--- config.mk ---
export PLATFORM = sky130hd
export DESIGN_NAME = array_multiplier
export DESIGN_NICKNAME = d
export VERILOG_FILES = /design/src/rtl/array_multiplier.sv
export SDC_FILE = /design/constraint.sdc
export NUM_CORES = 1
export LEC_CHECK = 0
export ABC_AREA = 0
export CELL_PAD_IN_SITES_DETAIL_PLACEMENT = 0
export CELL_PAD_IN_SITES_GLOBAL_PLACEMENT = 1
export CORE_UTILIZATION = 45
export CTS_CLUSTER_SIZE = 25
export DETAILED_ROUTE_END_ITERATION = 16
export PLACE_DENSITY = 0.8
export SLEW_MARGIN = 20
export SYNTH_ARGS = -nofsm -noshare
export SYNTH_HDL_FRONTEND = slang
export SYNTH_SLANG_ARGS = --single-unit
--- constraint.sdc ---
create_clock -name clk -period 2 [get_ports clk]
set_clock_uncertainty 0.2 [all_clocks]
set_input_delay 0.5 -clock clk [delete_from_list [all_inputs] [get_ports clk]]
set_output_delay 0.5 -clock clk [all_outputs]
set_load 0.01 [all_outputs]
--- src/rtl/array_multiplier.sv ---
// 16x16 unsigned carry-save array multiplier with a registered 32-bit product.
// The partial-product array and the final ripple stage are pure combinational logic.

module half_adder (
  input  logic a,
  input  logic b,
  output logic sum,
  output logic cout
);
  assign sum  = a ^ b;
  assign cout = a & b;
endmodule

module full_adder (
  input  logic a,
  input  logic b,
  input  logic cin,
  output logic sum,
  output logic cout
);
  assign sum  = a ^ b ^ cin;
  assign cout = (a & b) | (cin & (a ^ b));
endmodule

module array_multiplier (
  input  logic        clk,
  input  logic        rst,
  input  logic [15:0] in_A,
  input  logic [15:0] in_B,
  output logic [31:0] prod_out
);
  localparam int unsigned W = 16;

  logic [W-1:0]   pp [W];
  logic [W-1:0]   s  [W];
  logic [W-1:0]   c  [1:W-1];
  logic [W-2:0]   rc;
  logic [2*W-1:0] prod_c;

  genvar i, j, k;

  // Partial products: row i is in_A gated by multiplier bit i.
  for (i = 0; i < W; i++) begin : g_pp
    assign pp[i] = in_A & {W{in_B[i]}};
  end

  assign s[0]      = pp[0];
  assign prod_c[0] = s[0][0];

  // Carry-save rows: row i adds pp[i] to the previous row's shifted sums and its carries.
  for (i = 1; i < W; i++) begin : g_row
    for (j = 0; j < W - 1; j++) begin : g_col
      if (i == 1) begin : g_ha
        half_adder u_ha (
          .a    (pp[i][j]),
          .b    (s[i-1][j+1]),
          .sum  (s[i][j]),
          .cout (c[i][j])
        );
      end else begin : g_fa
        full_adder u_fa (
          .a    (pp[i][j]),
          .b    (s[i-1][j+1]),
          .cin  (c[i-1][j]),
          .sum  (s[i][j]),
          .cout (c[i][j])
        );
      end
    end

    // Leftmost cell has no shifted sum input; row 1 has no incoming carry either.
    if (i == 1) begin : g_msb_first
      assign s[i][W-1] = pp[i][W-1];
      assign c[i][W-1] = 1'b0;
    end else begin : g_msb
      half_adder u_ha_msb (
        .a    (pp[i][W-1]),
        .b    (c[i-1][W-1]),
        .sum  (s[i][W-1]),
        .cout (c[i][W-1])
      );
    end

    assign prod_c[i] = s[i][0];
  end

  // Final carry-propagate stage resolves the last row's sums and carries into bits 31..16.
  half_adder u_cpa0 (
    .a    (s[W-1][1]),
    .b    (c[W-1][0]),
    .sum  (prod_c[W]),
    .cout (rc[0])
  );

  for (k = 1; k < W - 1; k++) begin : g_cpa
    full_adder u_cpa (
      .a    (s[W-1][k+1]),
      .b    (c[W-1][k]),
      .cin  (rc[k-1]),
      .sum  (prod_c[W+k]),
      .cout (rc[k])
    );
  end

  // The product fits in 32 bits, so the carry out of the top bit is always zero.
  assign prod_c[2*W-1] = c[W-1][W-1] ^ rc[W-2];

  always_ff @(posedge clk or posedge rst) begin
    if (rst) prod_out <= '0;
    else     prod_out <= prod_c;
  end

endmodule

==> summary.txt, run 1 <==
final routed wire length divided by cell count: 12.94 um
violated checks: setup timing
clock tree root driver cell: sky130_fd_sc_hd__clkbuf_16
fraction of registers with async set/reset: 1.000
CTS H-tree lvls: 2
largest cells by area after synthesis: sky130_fd_sc_hd__fa_1 (59%), sky130_fd_sc_hd__and2_1 (16%), sky130_fd_sc_hd__dfrtp_1 (11%)
biggest registers after layout: prod_out x32
final worst-path setup slack: -10.65 ns
crit path time final: 12.65 ns
CP peak stage delay: 0.55 ns
Vias: 4,511
Vert. Die Dim: 131.6 um
antenna fix cells: 0
Post-Synthesis Net Count: 918
max frequency: 79.05 MHz
sinks on the clock net: 32
sequential cell area fraction in the yosys report: 0.1059
initial cell density of the core: 0.4591
CP Data Arrival Time: 12.68 ns
flip-flop count of the largest register, all copies and words added: 32
share of final-layout standard cells stronger than drive strength 1: 0.3508
post-synthesis cell type with the largest combined area: sky130_fd_sc_hd__fa_1
number of remaining DRC errors: 0
Num CTS Buffers: 5
overall die area: 17,320 um2
Max-Cap Viols: 0
average size of a mapped cell: 11.74 um2
number of warnings printed during yosys synthesis: 0
# IOs: 66
average via count per standard cell: 4.679
largest fanout of any net on the critical path: 5
initial antenna violation count: 0
Seq cells post-synth: 32
proportion of netlist area held by the largest area contributor: 0.5932
Worst-path clk slew: 0.05 ns
first-pass GRT wire length: 23,760 um
worst max-slew margin expressed relative to the limit: 0.7357
main flop type after synthesis: sky130_fd_sc_hd__dfrtp_1
total iterations of the first detailed-routing run: 4
setup repair after global routing missed its margin: yes
sort of element at the end of the critical path: register
TritonCTS clock tree: done
vias in the first global route: 5,430
Layout area overhead: 24.48%
horizontal die dimension: 131.6 um
class of the most critical hold timing path: in -> async
number of fillers in the final layout: 1,402
Port-buffer cells: 65
final WL: 12,480 um
dominant cell type by count on the critical path: sky130_fd_sc_hd__fa_2
hold violation total from the final report: 0
area used by multi-input combinational logic: 6701 um2
kind of launch point of the worst setup path: input pin
portion of the clock cycle consumed by the worst path in the final layout: 6.325
register ranked first by flip-flop count: prod_out
sequential cell area: 800.8 um2
largest net degree at the start of global routing: 33
Post-Place Cell Area: 9006 um2
transition at the pin with the smallest max-transition slack: 0.3965 ns
area of the core: 16,470 um2
HPWL reported at the end of detailed placement: 11,230 um
global router's overall resource usage: 0.1694
EDFF count, synth: 0
number of cell rows: 47
worst setup path category: in -> reg
number of pins exceeding their max-slew limit in the final report: 0
result of the run: finished with violations
first-iteration detailed-routing DRC count: 72
final setup violation count: 30
antenna-violating nets left: 0
weighted congestion reported at the end of routability-driven placement: 0.7637
buffer depth of the longest clock path: 2
number of standard cells after synthesis: 644
Setup TNS Final: -178.97 ns
slowest CP cell: sky130_fd_sc_hd__fa_2
Core Util, Final: 0.5715
count of cell types in the netlist: 9
data required time at the worst endpoint: 2.02 ns
top-count cell post-synth: sky130_fd_sc_hd__fa_1
total global routing overflow: 0
cell area after layout: 9410 um2
number of nets at the end of the flow: 1,017
cell area after synthesis: 7560 um2
commonest cells in the synthesized netlist: sky130_fd_sc_hd__fa_1 (224), sky130_fd_sc_hd__and2_1 (196), sky130_fd_sc_hd__inv_1 (84)
[cell families (layout without fill, tap and decap cells)]
logic type / count (synthesis) / after routing / share of synthesized area
and+or+nand+nor: 256 / 256 / 0.1970
adders and majority gates: 240 / 240 / 0.6197
buffers and inverters: 116 / 216 / 0.07746
DFF: 32 / 32 / 0.1059
[worst paths after layout]
path / startpoint / cells past startpoint / end / slack [ns]
max: in_B[0] / 36 / prod_out[30] / -10.65
min: rst / 3 / prod_out[17] / 0.41
max in group asynchronous: rst / 3 / prod_out[1] / 0.90
min in group clk: in_B[0] / 5 / prod_out[0] / 0.55
[routing by layer]
| layer | vias up | global-route usage | wire [um] |
|---|---|---|---|
| li1 | 2039 | - | - |
| met1 | 2415 | 0.1887 | 4760 |
| met2 | 50 | 0.3401 | 7316 |
| met3 | 7 | 0.02199 | 291 |
| met4 | 0 | 0.03101 | 108 |
| met5 | - | 0 | 0 |
[per-stage QoR]
stage / instances / hold slack [ns] / setup slack, ns
floorplan: 644 / 0.4162 / -10.71
global placement: 949 / 0.7085 / -11.43
detailed placement: 949 / 0.7192 / -11.59
CTS: 966 / 0.4237 / -11.00
global route: 964 / 0.4744 / -10.90
finish: 964 / 0.4095 / -10.65
[final cells by class]
cell class	instances	share of cell area
Clock buffer	5	0.01330
Clock inverter	3	0.004521
Inverter	84	0.03377
Multi-Input combinational cell	496	0.7121
Sequential cell	32	0.08510
Tap cell	220	0.02925
Timing Repair Buffer	124	0.1219
[worst max-delay path, delay by kind of cell]
kind,cells,cell delay [ns]
fa+ha+maj,30,11.73
buf+inv,5,0.29
simple gates,1,0.15
[layout by cell type, fill, tap and decap left out, types with 2 or more instances in the layout]
cell type / instances
sky130_fd_sc_hd__and2_1: 172
sky130_fd_sc_hd__fa_2: 112
sky130_fd_sc_hd__fa_1: 112
sky130_fd_sc_hd__inv_1: 59
sky130_fd_sc_hd__nand2_1: 50
sky130_fd_sc_hd__clkdlybuf4s50_1: 49
sky130_fd_sc_hd__buf_4: 45
sky130_fd_sc_hd__dfrtp_1: 32
sky130_fd_sc_hd__inv_2: 24
sky130_fd_sc_hd__and2_4: 24
sky130_fd_sc_hd__buf_6: 17
sky130_fd_sc_hd__ha_4: 15
sky130_fd_sc_hd__and2_2: 10
sky130_fd_sc_hd__dlygate4sd2_1: 6
sky130_fd_sc_hd__clkbuf_16: 5
sky130_fd_sc_hd__buf_8: 3
sky130_fd_sc_hd__clkdlybuf4s15_1: 2
sky130_fd_sc_hd__buf_2: 2
[repair_timing]
item,CTS,global route
gates resized for setup,109,19
pin swaps,83,29
endpoints found under the setup margin,30,30
buffers inserted,9,0
hold buffers,0,0
Power of run 1 is left out: the tool's default activity adds up to more than one toggle a clock period on the data nets, which glitch-free logic cannot reach.
==> run 2: changes to the inputs <==
--- a/config.mk
+++ b/config.mk
@@ -11,7 +11,7 @@
 export CORE_UTILIZATION = 45
 export CTS_CLUSTER_SIZE = 25
 export DETAILED_ROUTE_END_ITERATION = 16
-export PLACE_DENSITY = 0.8
+export PLACE_DENSITY_LB_ADDON = 0.1
 export SLEW_MARGIN = 20
 export SYNTH_ARGS = -nofsm -noshare
 export SYNTH_HDL_FRONTEND = slang
==> run 2 against run 1 <==
The run still ends with setup timing left. Cell area increased by 0.62%. Global-route usage about the same. Critical path depth unchanged. Final cell count increased by 0.62%. Hold slack got worse by 0.0016 ns. Flip-flop and latch count unchanged. Non-clock buffer count increased by 6. Via count increased by 0.49%. Utilization increased by 0.36 points. Sequential share of layout area decreased by 0.053 points. Die area unchanged. Highest routed layer unchanged. Critical path type unchanged.
==> summary.txt, run 2 (synthesized netlist as in run 1, its figures left out) <==
crit path from: in_B[0]
largest fanout of any net on the critical path: 5
number of remaining DRC errors: 0
Num CTS Buffers: 5
initial antenna violation count: 0
antenna fix cells: 0
# IOs: 66
cell area after layout: 9469 um2
flip-flop count of the largest register, all copies and words added: 32
max frequency: 79.08 MHz
global router's overall resource usage: 0.1697
first-pass GRT wire length: 23,780 um
TritonCTS clock tree: done
violated checks: setup timing
vias in the first global route: 5,451
worst setup path category: in -> reg
share of final-layout standard cells stronger than drive strength 1: 0.3627
transition at the pin with the smallest max-transition slack: 0.4071 ns
CP peak stage delay: 0.55 ns
biggest registers after layout: prod_out x32
final setup violation count: 30
total buffers and inverters traversed by the critical path: 5
CTS H-tree lvls: 2
buffer depth of the longest clock path: 2
sinks on the clock net: 32
dominant cell type by count on the critical path: sky130_fd_sc_hd__fa_2
HPWL reported at the end of detailed placement: 11,460 um
most frequent cells in the layout: sky130_fd_sc_hd__and2_1 (173), sky130_fd_sc_hd__fa_2 (119), sky130_fd_sc_hd__fa_1 (105), sky130_fd_sc_hd__inv_1 (62), sky130_fd_sc_hd__nand2_1 (50)
setup repair after global routing missed its margin: yes
Worst-path clk slew: 0.06 ns
total global routing overflow: 0
number of cell rows: 47
clock tree root driver cell: sky130_fd_sc_hd__clkbuf_16
number of pins exceeding their max-slew limit in the final report: 0
sort of element at the end of the critical path: register
Vert. Die Dim: 131.6 um
hold-fix buffer count after cts: 0
category of cells accounting for the largest share of critical-path delay: adder cells
area of the core: 16,470 um2
crit path time final: 12.65 ns
portion of the clock cycle consumed by the worst path in the final layout: 6.323
antenna-violating nets left: 0
result of the run: finished with violations
number of fillers in the final layout: 1,387
slowest CP cell: sky130_fd_sc_hd__fa_2
worst max-slew margin expressed relative to the limit: 0.7286
Post-Place Cell Area: 9021 um2
register ranked first by flip-flop count: prod_out
weighted congestion reported at the end of routability-driven placement: 0.7499
final WL: 12,590 um
kind of launch point of the worst setup path: input pin
final worst-path setup slack: -10.65 ns
largest net degree at the start of global routing: 33
Layout area overhead: 25.26%
first-iteration detailed-routing DRC count: 83
Port-buffer cells: 65
initial cell density of the core: 0.4591
Vias: 4,533
average via count per standard cell: 4.673
overall die area: 17,320 um2
total iterations of the first detailed-routing run: 4
worst slack after detailed placement: -11.56 ns
hold violation total from the final report: 0
class of the most critical hold timing path: in -> async
most common library cell in the layout ignoring fill and taps: sky130_fd_sc_hd__and2_1
number of nets at the end of the flow: 1,023
CP Data Arrival Time: 12.67 ns
horizontal die dimension: 131.6 um
Max-Cap Viols: 0
final routed wire length divided by cell count: 12.98 um
data required time at the worst endpoint: 2.03 ns
==> run 2: cell count changes in the layout (fill, tap and decap cells not counted), sizes merged <==
cell,change
dlymetal6s2s,+1
clkbuf,+1
buf,+5
dlygate4sd2,-1
==> run 2: metal layers <==
| layer | up-vias | GRT usage | wire, um | part of all wire |
|---|---|---|---|---|
| met5 | - | 0 | 0 | 0 |
| met4 | 0 | 0.03876 | 154 | 0.012 |
| met3 | 12 | 0.02353 | 267 | 0.021 |
| met2 | 47 | 0.3383 | 7321 | 0.58 |
| met1 | 2419 | 0.1870 | 4851 | 0.39 |
| li1 | 2055 | - | - | - |
==> run 2: worst paths after layout <==
path	to	cells after the start	slack (ns)
max in group asynchronous	prod_out[7]	3	0.90
setup / recovery	prod_out[30]	36	-10.65
min in group clk	prod_out[0]	5	0.56
hold / removal	prod_out[21]	3	0.41
==> run 2: metrics by stage <==
stage,hold WS [ns],TNS [ns],std cells,utilization
after floorplan,0.4162,-179.03,644,-
after global placement,0.7097,-200.34,951,0.5479
after detailed placement,0.7217,-201.92,951,0.5479
after CTS,0.4226,-183.71,970,0.5746
after global routing,0.4582,-183.99,970,0.5751
final,0.4079,-178.98,970,0.5751
==> run 2: final cells by class <==
class	instances	area, um2	share of cell area
Sequential cell	32	800.8	0.08457
Timing Repair Buffer	130	1194	0.1261
Clock inverter	3	42.54	0.004493
Multi-Input combinational cell	496	6716	0.7093
Inverter	84	315.3	0.03330
Tap cell	220	275.3	0.02907
Clock buffer	5	125.1	0.01321
==> run 2: what timing repair did <==
item,4_1_cts,5_1_grt
gates cloned,1,0
endpoints found under the setup margin,30,30
pin swaps,50,26
gates resized for setup,114,14
buffers inserted,10,1
endpoints found under the hold margin,0,0
Power of run 2 is left out for the same reason.
==> run 3: changes to the inputs <==
--- a/config.mk
+++ b/config.mk
@@ -8,6 +8,7 @@
 export ABC_AREA = 0
 export CELL_PAD_IN_SITES_DETAIL_PLACEMENT = 0
 export CELL_PAD_IN_SITES_GLOBAL_PLACEMENT = 1
+export CORE_MARGIN = 2
 export CORE_UTILIZATION = 45
 export CTS_CLUSTER_SIZE = 25
 export DETAILED_ROUTE_END_ITERATION = 16
==> run 3 against run 2 <==
The run still ends with setup timing left. Hold slack worse by 0.0020 ns. Wire length down 1.1%. Via count up 0.29%. Critical path type unchanged. Final cell count up 0.10%. Flip-flop and latch count unchanged.
==> summary.txt, run 3 (synthesized netlist as in run 1, its figures left out) <==
horizontal die dimension: 133.6 um
Layout area overhead: 25.14%
max frequency: 78.46 MHz
overall die area: 17,850 um2
area used by multi-input combinational logic: 6694 um2
final routed wire length divided by cell count: 12.83 um
CP peak stage delay: 0.59 ns
number of nets at the end of the flow: 1,024
Num CTS Buffers: 5
antenna-violating nets left: 0
final WL: 12,460 um
hold violation total from the final report: 0
most frequent cells in the layout: sky130_fd_sc_hd__and2_1 (172), sky130_fd_sc_hd__fa_1 (115), sky130_fd_sc_hd__fa_2 (109), sky130_fd_sc_hd__inv_1 (60), sky130_fd_sc_hd__nand2_1 (50)
worst max-slew margin expressed relative to the limit: 0.7357
Core Util, Final: 0.5725
largest net degree at the start of global routing: 33
Post-Place Cell Area: 9014 um2
number of pins exceeding their max-slew limit in the final report: 0
sort of element at the end of the critical path: register
violated checks: setup timing
clock tree root driver cell: sky130_fd_sc_hd__clkbuf_16
number of remaining DRC errors: 0
final worst-path setup slack: -10.75 ns
setup repair after global routing missed its margin: yes
crit path time final: 12.75 ns
number of cell rows: 47
class of the most critical hold timing path: in -> async
average via count per standard cell: 4.682
result of the run: finished with violations
flip-flop count of the largest register, all copies and words added: 32
biggest registers after layout: prod_out x32
data required time at the worst endpoint: 2.03 ns
Vias: 4,546
sinks on the clock net: 32
number of fillers in the final layout: 1,400
initial antenna violation count: 0
final setup violation count: 30
most common library cell in the layout ignoring fill and taps: sky130_fd_sc_hd__and2_1
dominant cell type by count on the critical path: sky130_fd_sc_hd__fa_2
buffer depth of the longest clock path: 2
first-iteration detailed-routing DRC count: 70
CTS H-tree lvls: 2
largest fanout of any net on the critical path: 4
register ranked first by flip-flop count: prod_out
worst setup path category: in -> reg
initial cell density of the core: 0.4575
weighted congestion reported at the end of routability-driven placement: 0.7529
antenna fix cells: 0
CP Data Arrival Time: 12.77 ns
total global routing overflow: 0
Worst-path clk slew: 0.05 ns
share of final-layout standard cells stronger than drive strength 1: 0.3542
transition at the pin with the smallest max-transition slack: 0.3964 ns
hold-fix buffer count after cts: 0
total iterations of the first detailed-routing run: 4
area of the core: 16,520 um2
global router's overall resource usage: 0.1603
# IOs: 66
vias in the first global route: 5,337
kind of launch point of the worst setup path: input pin
HPWL reported at the end of detailed placement: 11,350 um
Vert. Die Dim: 133.6 um
first-pass GRT wire length: 23,090 um
TritonCTS clock tree: done
sequential cell area: 800.8 um2
portion of the clock cycle consumed by the worst path in the final layout: 6.373
slowest CP cell: sky130_fd_sc_hd__fa_2
cell area after layout: 9460 um2
Max-Cap Viols: 0
Port-buffer cells: 65
run 3: changes by cell type in the layout (fill, tap and decap cells not counted), moves of 2 or more:
cell                            delta
sky130_fd_sc_hd__inv_2             +2
sky130_fd_sc_hd__inv_1             -2
sky130_fd_sc_hd__fa_1             +10
sky130_fd_sc_hd__fa_2             -10
sky130_fd_sc_hd__dlygate4sd2_1     +2
run 3: layout make-up:
cell class	count	share of cell area
multi-input combinational	496	0.7076
timing repair buffer	131	0.1276
sequential	32	0.08464
inverter	84	0.03333
tap	220	0.02910
clock buffer	5	0.01323
clock inverter	3	0.004497
run 3: metrics by stage:
stage	hold slack, ns	cells	setup TNS [ns]	setup WS (ns)
detailed placement	0.7211	950	-201.81	-11.54
finish	0.4058	971	-180.07	-10.75
CTS	0.4182	969	-184.33	-11.00
global route	0.4444	971	-184.79	-11.07
floorplan	0.4162	644	-179.03	-10.71
global placement	0.7093	950	-200.43	-11.45
run 3: timing repair:
action,4_1_cts,5_1_grt
endpoints found under the setup margin,30,30
hold endpoints to repair,0,0
resized for setup,103,20
pin swaps,58,32
buffers inserted,10,3
cloned,1,0
run 3: path summary, 6_finish.rpt:
kind	startpoint	endpoint	slack [ns]	depth (start not counted)
worst max-delay path	in_A[13]	prod_out[30]	-10.75	36
worst min-delay path	rst	prod_out[22]	0.41	3
max in group asynchronous	rst	prod_out[7]	0.91	3
min in group clk	in_B[0]	prod_out[0]	0.56	5
run 3: critical path: cells and delay by family:
family                     cells  cell delay, ns
buffers and inverters          5            0.28
adders and majority gates     30           11.81
and+or+nand+nor                1            0.15
run 3: routing by layer:
layer | GRT usage | wire length [um]
met3 | 0.01979 | 243
met4 | 0.03014 | 112
met2 | 0.3230 | 7190
met5 | 0 | 0
met1 | 0.1804 | 4910
Power of run 3 is left out for the same reason.
